## config.mk

```make
export PLATFORM = sky130hd
export DESIGN_NAME = eth_frame_tx_flat
export DESIGN_NICKNAME = d
export VERILOG_FILES = /design/src/rtl/eth_pkg.sv /design/src/rtl/eth_frame_tx_if.sv /design/src/rtl/eth_lrc_acc.sv /design/src/rtl/eth_frame_tx.sv /design/src/flat_wrapper.sv
export SDC_FILE = /design/constraint.sdc
export NUM_CORES = 1
export LEC_CHECK = 0
export ABC_AREA = 1
export CORE_MARGIN = 2
export CORE_UTILIZATION = 45
export CTS_BUF_LIST = sky130_fd_sc_hd__clkbuf_4
export CTS_CLUSTER_DIAMETER = 100
export DETAILED_ROUTE_END_ITERATION = 16
export GPL_TIMING_DRIVEN = 0
export PLACE_DENSITY = 0.71
export SLEW_MARGIN = 20
export SYNTH_ARGS = -nofsm -noshare
export SYNTH_HDL_FRONTEND = slang
export SYNTH_HIERARCHICAL = 1
export SYNTH_SLANG_ARGS = --single-unit
```

## constraint.sdc

```tcl
create_clock -name clk -period 2.5 [get_ports clk]
set_clock_uncertainty 0.1 [all_clocks]
set_input_delay 0.5 -clock clk [delete_from_list [all_inputs] [get_ports clk]]
set_output_delay 0.5 -clock clk [all_outputs]
set_load 0.05 [all_outputs]
```

## src/rtl/eth_pkg.sv

```systemverilog
// Shared Ethernet framing definitions for the frame transmitter and receiver.
package eth_pkg;

  typedef logic [47:0] mac_addr_t;

  typedef enum logic [3:0] {
    StIdle,
    StStart,
    StPreamble,
    StMacDst,
    StMacSrc,
    StPlLen,
    StPl,
    StFcs,
    StDone
  } state_t;

  localparam logic [7:0] PREAMBLE_BYTE = 8'h55;
  localparam logic [7:0] SFD_BYTE      = 8'hD5;

  localparam int unsigned PREAMBLE_LEN = 8;
  localparam int unsigned MAC_LEN      = 6;
  localparam int unsigned LEN_LEN      = 2;
  localparam int unsigned FCS_LEN      = 4;

  // Byte idx of a MAC address, byte 0 being the least significant.
  function automatic logic [7:0] mac_byte(input mac_addr_t mac, input logic [2:0] idx);
    return 8'(mac >> {idx, 3'b000});
  endfunction

endpackage

```

## src/rtl/eth_frame_tx_if.sv

```systemverilog
// Request, payload and byte-stream signals of the frame transmitter.
// TX_ERR_INJECT_EN adds the inject_fcs_err request field.
interface eth_frame_tx_if;
  import eth_pkg::*;

  logic        req;
  mac_addr_t   dest_mac;
  logic [15:0] length;
  logic        idle;
  logic [7:0]  pl_data;
  logic        pl_vld;
  logic        pl_rdy;
  logic [7:0]  tx_data;
  logic        tx_start;
  logic        tx_vld;
  logic        done;
  logic        err;
`ifdef TX_ERR_INJECT_EN
  logic        inject_fcs_err;

  modport master (
    output req, dest_mac, length, pl_data, pl_vld, inject_fcs_err,
    input  idle, pl_rdy, tx_data, tx_start, tx_vld, done, err
  );
  modport slave (
    input  req, dest_mac, length, pl_data, pl_vld, inject_fcs_err,
    output idle, pl_rdy, tx_data, tx_start, tx_vld, done, err
  );
`else
  modport master (
    output req, dest_mac, length, pl_data, pl_vld,
    input  idle, pl_rdy, tx_data, tx_start, tx_vld, done, err
  );
  modport slave (
    input  req, dest_mac, length, pl_data, pl_vld,
    output idle, pl_rdy, tx_data, tx_start, tx_vld, done, err
  );
`endif
endinterface

```

## src/rtl/eth_lrc_acc.sv

```systemverilog
// 8-bit wrap-around byte accumulator (clear/add/hold) with its two's-complement negation.
module eth_lrc_acc (
  input  logic       clk,
  input  logic       rst,
  input  logic       i_clear,
  input  logic       i_add,
  input  logic [7:0] i_byte,
  output logic [7:0] o_sum,
  output logic [7:0] o_neg
);

  logic [7:0] r_sum;

  always_ff @(posedge clk) begin
    if (rst) begin
      r_sum <= '0;
    end else if (i_clear) begin
      r_sum <= '0;
    end else if (i_add) begin
      r_sum <= r_sum + i_byte;
    end
  end

  assign o_sum = r_sum;
  assign o_neg = (~r_sum) + 8'd1;

endmodule

```

## src/rtl/eth_frame_tx.sv

```systemverilog
// Ethernet-style frame transmitter: preamble, SFD, MACs, length, payload, 4x LRC-based FCS.
// TX_ERR_INJECT_EN enables bit-inverted FCS bytes on request.
module eth_frame_tx
  import eth_pkg::*;
#(
  parameter mac_addr_t   SRC_MAC_ADDR    = 48'h00_0a_95_9d_68_17,
  parameter int unsigned MAX_PAYLOAD_LEN = 1500
) (
  input logic          clk,
  input logic          rst,
  eth_frame_tx_if.slave bus
);

  localparam logic [15:0] PREAMBLE_LAST = 16'(PREAMBLE_LEN - 1);
  localparam logic [15:0] MAC_LAST      = 16'(MAC_LEN - 1);
  localparam logic [15:0] LEN_LAST      = 16'(LEN_LEN - 1);
  localparam logic [15:0] FCS_LAST      = 16'(FCS_LEN - 1);

  state_t      r_state;
  state_t      w_state_d;
  logic [15:0] r_cnt;
  mac_addr_t   r_dest_mac;
  logic [15:0] r_length;
  logic        r_err_flag;
  logic        r_inject;

  logic       w_too_long;
  logic [7:0] w_tx_data;
  logic       w_tx_vld;
  logic       w_pl_rdy;
  logic       w_lrc_add;
  logic [7:0] w_lrc_sum;
  logic [7:0] w_lrc_neg;
  logic [7:0] w_fcs_byte;

  assign w_too_long = bus.length > 16'(MAX_PAYLOAD_LEN);

  always_ff @(posedge clk) begin
    if (rst) begin
      r_state    <= StIdle;
      r_cnt      <= '0;
      r_dest_mac <= '0;
      r_length   <= '0;
      r_err_flag <= 1'b0;
      r_inject   <= 1'b0;
    end else begin
      r_state <= w_state_d;
      r_cnt   <= (w_state_d != r_state) ? 16'd0 : r_cnt + 16'd1;
      if (r_state == StIdle) begin
        // Underrun flag is dropped while idle; a reject is the only way to leave with it set.
        r_err_flag <= bus.req && w_too_long;
        if (bus.req) begin
          r_dest_mac <= bus.dest_mac;
          r_length   <= bus.length;
`ifdef TX_ERR_INJECT_EN
          r_inject   <= bus.inject_fcs_err;
`else
          r_inject   <= 1'b0;
`endif
        end
      end else if (r_state == StPl && !bus.pl_vld) begin
        r_err_flag <= 1'b1;
      end
    end
  end

  always_comb begin
    w_state_d = r_state;
    unique case (r_state)
      StIdle:     if (bus.req) w_state_d = w_too_long ? StDone : StStart;
      StStart:    w_state_d = StPreamble;
      StPreamble: if (r_cnt == PREAMBLE_LAST) w_state_d = StMacDst;
      StMacDst:   if (r_cnt == MAC_LAST) w_state_d = StMacSrc;
      StMacSrc:   if (r_cnt == MAC_LAST) w_state_d = StPlLen;
      StPlLen:    if (r_cnt == LEN_LAST) w_state_d = (r_length == 16'd0) ? StFcs : StPl;
      StPl:       if (r_cnt == r_length - 16'd1) w_state_d = StFcs;
      StFcs:      if (r_cnt == FCS_LAST) w_state_d = StDone;
      StDone:     w_state_d = StIdle;
      default:    w_state_d = StIdle;
    endcase
  end

  assign w_fcs_byte = w_lrc_neg ^ {8{r_inject}};

  always_comb begin
    w_tx_data = 8'h00;
    w_tx_vld  = 1'b0;
    w_pl_rdy  = 1'b0;
    w_lrc_add = 1'b0;
    unique case (r_state)
      StPreamble: begin
        w_tx_vld  = 1'b1;
        w_tx_data = (r_cnt == PREAMBLE_LAST) ? SFD_BYTE : PREAMBLE_BYTE;
      end
      StMacDst: begin
        w_tx_vld  = 1'b1;
        w_lrc_add = 1'b1;
        w_tx_data = mac_byte(r_dest_mac, r_cnt[2:0]);
      end
      StMacSrc: begin
        w_tx_vld  = 1'b1;
        w_lrc_add = 1'b1;
        w_tx_data = mac_byte(SRC_MAC_ADDR, r_cnt[2:0]);
      end
      StPlLen: begin
        w_tx_vld  = 1'b1;
        w_lrc_add = 1'b1;
        w_tx_data = r_cnt[0] ? r_length[7:0] : r_length[15:8];
      end
      StPl: begin
        w_tx_vld  = 1'b1;
        w_lrc_add = 1'b1;
        w_pl_rdy  = 1'b1;
        w_tx_data = bus.pl_vld ? bus.pl_data : 8'h00;
      end
      StFcs: begin
        w_tx_vld  = 1'b1;
        w_tx_data = w_fcs_byte;
      end
      default: ;
    endcase
  end

  eth_lrc_acc u_lrc (
    .clk     (clk),
    .rst     (rst),
    .i_clear (r_state == StIdle),
    .i_add   (w_lrc_add),
    .i_byte  (w_tx_data),
    .o_sum   (w_lrc_sum),
    .o_neg   (w_lrc_neg)
  );

  assign bus.idle     = (r_state == StIdle);
  assign bus.tx_start = (r_state == StStart);
  assign bus.done     = (r_state == StDone);
  assign bus.err      = (r_state == StDone) && r_err_flag;
  assign bus.tx_data  = w_tx_data;
  assign bus.tx_vld   = w_tx_vld;
  assign bus.pl_rdy   = w_pl_rdy;

endmodule

```

## src/flat_wrapper.sv

```systemverilog
// flat-port wrapper written by rule: the top's interface ports become plain ports
module eth_frame_tx_flat import eth_pkg::*;
#(
  parameter mac_addr_t   SRC_MAC_ADDR    = 48'h00_0a_95_9d_68_17,
  parameter int unsigned MAX_PAYLOAD_LEN = 1500
)
  (clk, rst, bus_req, bus_dest_mac, bus_length, bus_pl_data, bus_pl_vld, bus_idle, bus_pl_rdy, bus_tx_data, bus_tx_start, bus_tx_vld, bus_done, bus_err);
  eth_frame_tx_if bus_i ();
  input logic clk;
  input logic rst;
  input wire logic [$bits(bus_i.req)-1:0] bus_req;
  input wire logic [$bits(bus_i.dest_mac)-1:0] bus_dest_mac;
  input wire logic [$bits(bus_i.length)-1:0] bus_length;
  input wire logic [$bits(bus_i.pl_data)-1:0] bus_pl_data;
  input wire logic [$bits(bus_i.pl_vld)-1:0] bus_pl_vld;
  output wire logic [$bits(bus_i.idle)-1:0] bus_idle;
  output wire logic [$bits(bus_i.pl_rdy)-1:0] bus_pl_rdy;
  output wire logic [$bits(bus_i.tx_data)-1:0] bus_tx_data;
  output wire logic [$bits(bus_i.tx_start)-1:0] bus_tx_start;
  output wire logic [$bits(bus_i.tx_vld)-1:0] bus_tx_vld;
  output wire logic [$bits(bus_i.done)-1:0] bus_done;
  output wire logic [$bits(bus_i.err)-1:0] bus_err;
  assign bus_i.req = bus_req;
  assign bus_i.dest_mac = bus_dest_mac;
  assign bus_i.length = bus_length;
  assign bus_i.pl_data = bus_pl_data;
  assign bus_i.pl_vld = bus_pl_vld;
  assign bus_idle = bus_i.idle;
  assign bus_pl_rdy = bus_i.pl_rdy;
  assign bus_tx_data = bus_i.tx_data;
  assign bus_tx_start = bus_i.tx_start;
  assign bus_tx_vld = bus_i.tx_vld;
  assign bus_done = bus_i.done;
  assign bus_err = bus_i.err;
  eth_frame_tx #(.SRC_MAC_ADDR(SRC_MAC_ADDR), .MAX_PAYLOAD_LEN(MAX_PAYLOAD_LEN)) u_core (.clk(clk), .rst(rst), .bus(bus_i));
endmodule
```

==> results.cfg <==
[route]
via_per_inst = 5.24
drt-wirelength-per-cell_um = 15.2
vias = 6063
dr.pass1.iters = 5
drcViolationCount = 0
antenna_left = 0
drt_first_iter_violations = 393
routed_wirelength_um = 17600

[floorplanning]
num_io_pins = 90
rows = 41
design.core.area_um2 = 12700
die-height_um = 118
die_area_um2 = 13900
floorplan.initialDensity_pct = 46.2
fp.dieW_um = 118

[grt]
grt_overflow = 0
grt_usage_pct = 25.6
grt_pass1_vias = 5622
largest_net_degree_at_the_start_of_global_routing = 20
antenna_found_initial = 0
first_pass_grt_wire_length_um = 28200

[finish]
sequential_cell_area_um2 = 1880
areaGrowthSynthToFinish_pct = 32.3
filler_cell_count = 1236
multi_input_area_um2 = 3770
fin_util_pct = 61.1
antenna-diode-count = 0
drive_above_1_share_pct = 19.5
layout.nets = 1069
final_cells = 1158

[sta]
slew_violations = 0
slew_headroom_pct = 59.2
rsz0062_at_grt = true
timing.final.hold_violations = 0
setup_viol = 14
post-route-min-period_ns = 2.88
worst_slack_ns = -0.381
transition_time_at_the_pin_with_the_least_slew_margin_ns = 0.612
totalNegativeSetupSlack_ns = -3.88
achievable_freq_mhz = 347
finalCritPeriodShare_pct = 115

[place]
dp_slack_ns = -0.630
gp_congestion = 0.945
place.detailed.hpwl_um = 13800
dpl.cell_count = 1120
numPortBuffers = 88

[critical_path]
critical-path-max-stage-delay_ns = 0.40
arrival_ns = 2.28
cp.required_ns = 1.90
cp_top_family = simple AND/OR/NAND/NOR gates
slowest_stage = dfxtp_4
setup.worst_path.class = reg -> out
cp_num_buf_inv = 2
worst-path-max-fanout = 6
critPathLaunch = u_core/r_state[0]$_SDFF_PP0_
worst_path_most_repeated_cell = nor2_1
end_kind = primary output
critical_path.cell_chain = inv_6 > nand2_8 > nor2_4 > nor2_1 > nor2_1 > o31ai_1 > a21oi_1 > o21ai_1 > nand3_2 > buf_6
regToRegSetupSlack_ns = -0.26
worstReg2RegStart = u_core/r_state[0]$_SDFF_PP0_
nature_of_the_critical_path_startpoint = register

[synthesis]
synthesis.area_per_instance_um2 = 6.80
synth_fp_nets = 948
synth_cells = 860
yosys_warnings = 6
syn_area_um2 = 5850

[power_and_ir_drop]
ir_drop_uv = 411
leakage_nw = 3.18
power_density_nw_per_um2 = 486
p_total_mw = 3.76

[clock_network]
clock_sinks = 93
root_buffer_cell = clkbuf_4
clock_tree.buffer_depth = 2
clock_latency_at_the_later_pin_of_the_worst_skew_pair_ns = 0.50
worst_setup_hold_path_clk_slew_ns = 0.16
cts_buffers = 9
cts_htree_levels = 3
clock_tree_from_tritoncts = built

[status]
status = complete, but fails checks
violated_checks = setup timing

[worst_hold_path]
hp-start = u_core/r_dest_mac[46]$_SDFFE_PP0P_
worst_hold_path_type = reg -> reg

[flow_run]
maxCapViolations = 0
layout by cell type, fill, tap and decap left out, drive strengths merged, types with 2 or more instances in the layout:
cell and count:
buf 39, clkdlybuf4s50 74, o211ai 6, xor2 22
nor2 100, nand3 71, a32oi 3, or2 3
o21ai 76, a221oi 2, clkinv 3, o2111ai 5
clkbuf 40, inv 114, dfxtp 93, o31ai 2
a21oi 91, xnor2 11, ha 11, nand3b 8
nand2 173, nand4 9, nor3 13, a211oi 5
final timing paths:
path / to / cells after the start
max: bus_tx_data[3] / 10
min: u_core/r_dest_mac[46]$_SDFFE_PP0P_ / 2
max reg2reg: u_core/u_lrc/o_sum[7]$_SDFFE_PP0P_ / 18
min reg2reg: u_core/r_dest_mac[46]$_SDFFE_PP0P_ / 2
registers in the layout, indices dropped and copies added (netlist names):
name and count:
u_core/r_cnt 16, u_core/r_dest_mac 48, u_core/r_err_flag 1, u_core/r_length 16
u_core/r_state 4, u_core/u_lrc/o_sum 8
layer usage:
metal  vias to the layer above  global-route usage (%)  routed length, µm
li1                       3067                       -                  -
met1                      2753                    31.9               7450
met2                       211                    43.0               8550
met3                        32                    6.49               1180
met4                         0                    8.96                421
met5                         -                       0                  0
where the power goes:
group          total [mW]  internal (mW)  switching [mW]
sequential           1.67           1.59          0.0781
combinational        1.13          0.439           0.688
clock               0.962          0.342           0.620
total                3.76           2.37            1.39
layout make-up:
cell class / count / share of cell area, %
clock buffer: 9 / 0.873
multi-input combinational: 619 / 48.8
timing repair buffer: 110 / 13.6
buffer: 36 / 2.68
sequential: 93 / 24.3
inverter: 112 / 5.61
tap: 172 / 2.78
clock inverter: 7 / 1.33
tightest hold or removal path, delay by kind of cell, from the launching register on:
kind	cells	cell delay, ns
flip-flops	1	0.34
AND/OR/NAND/NOR	1	0.06
AO/OA/AOI/OAI	1	0.05
what timing repair did:
item / 4_1_cts / 5_1_grt
resized for setup: 110 / 32
buffers inserted: 16 / 5
endpoints found under the setup margin: 21 / 28
hold buffers: 0 / 0
pin swaps: 20 / 5
cloned: 1 / 0
metrics by stage:
step	hold slack (ns)	instance area (µm²)
6_report	0.372	7740
3_5_place_dp	0.351	7210
4_1_cts	0.370	7630
2_1_floorplan	0.325	6110
5_1_grt	0.401	7740
3_3_place_gp	0.344	7210
Note: power is estimated with default switching activity, not from simulation.
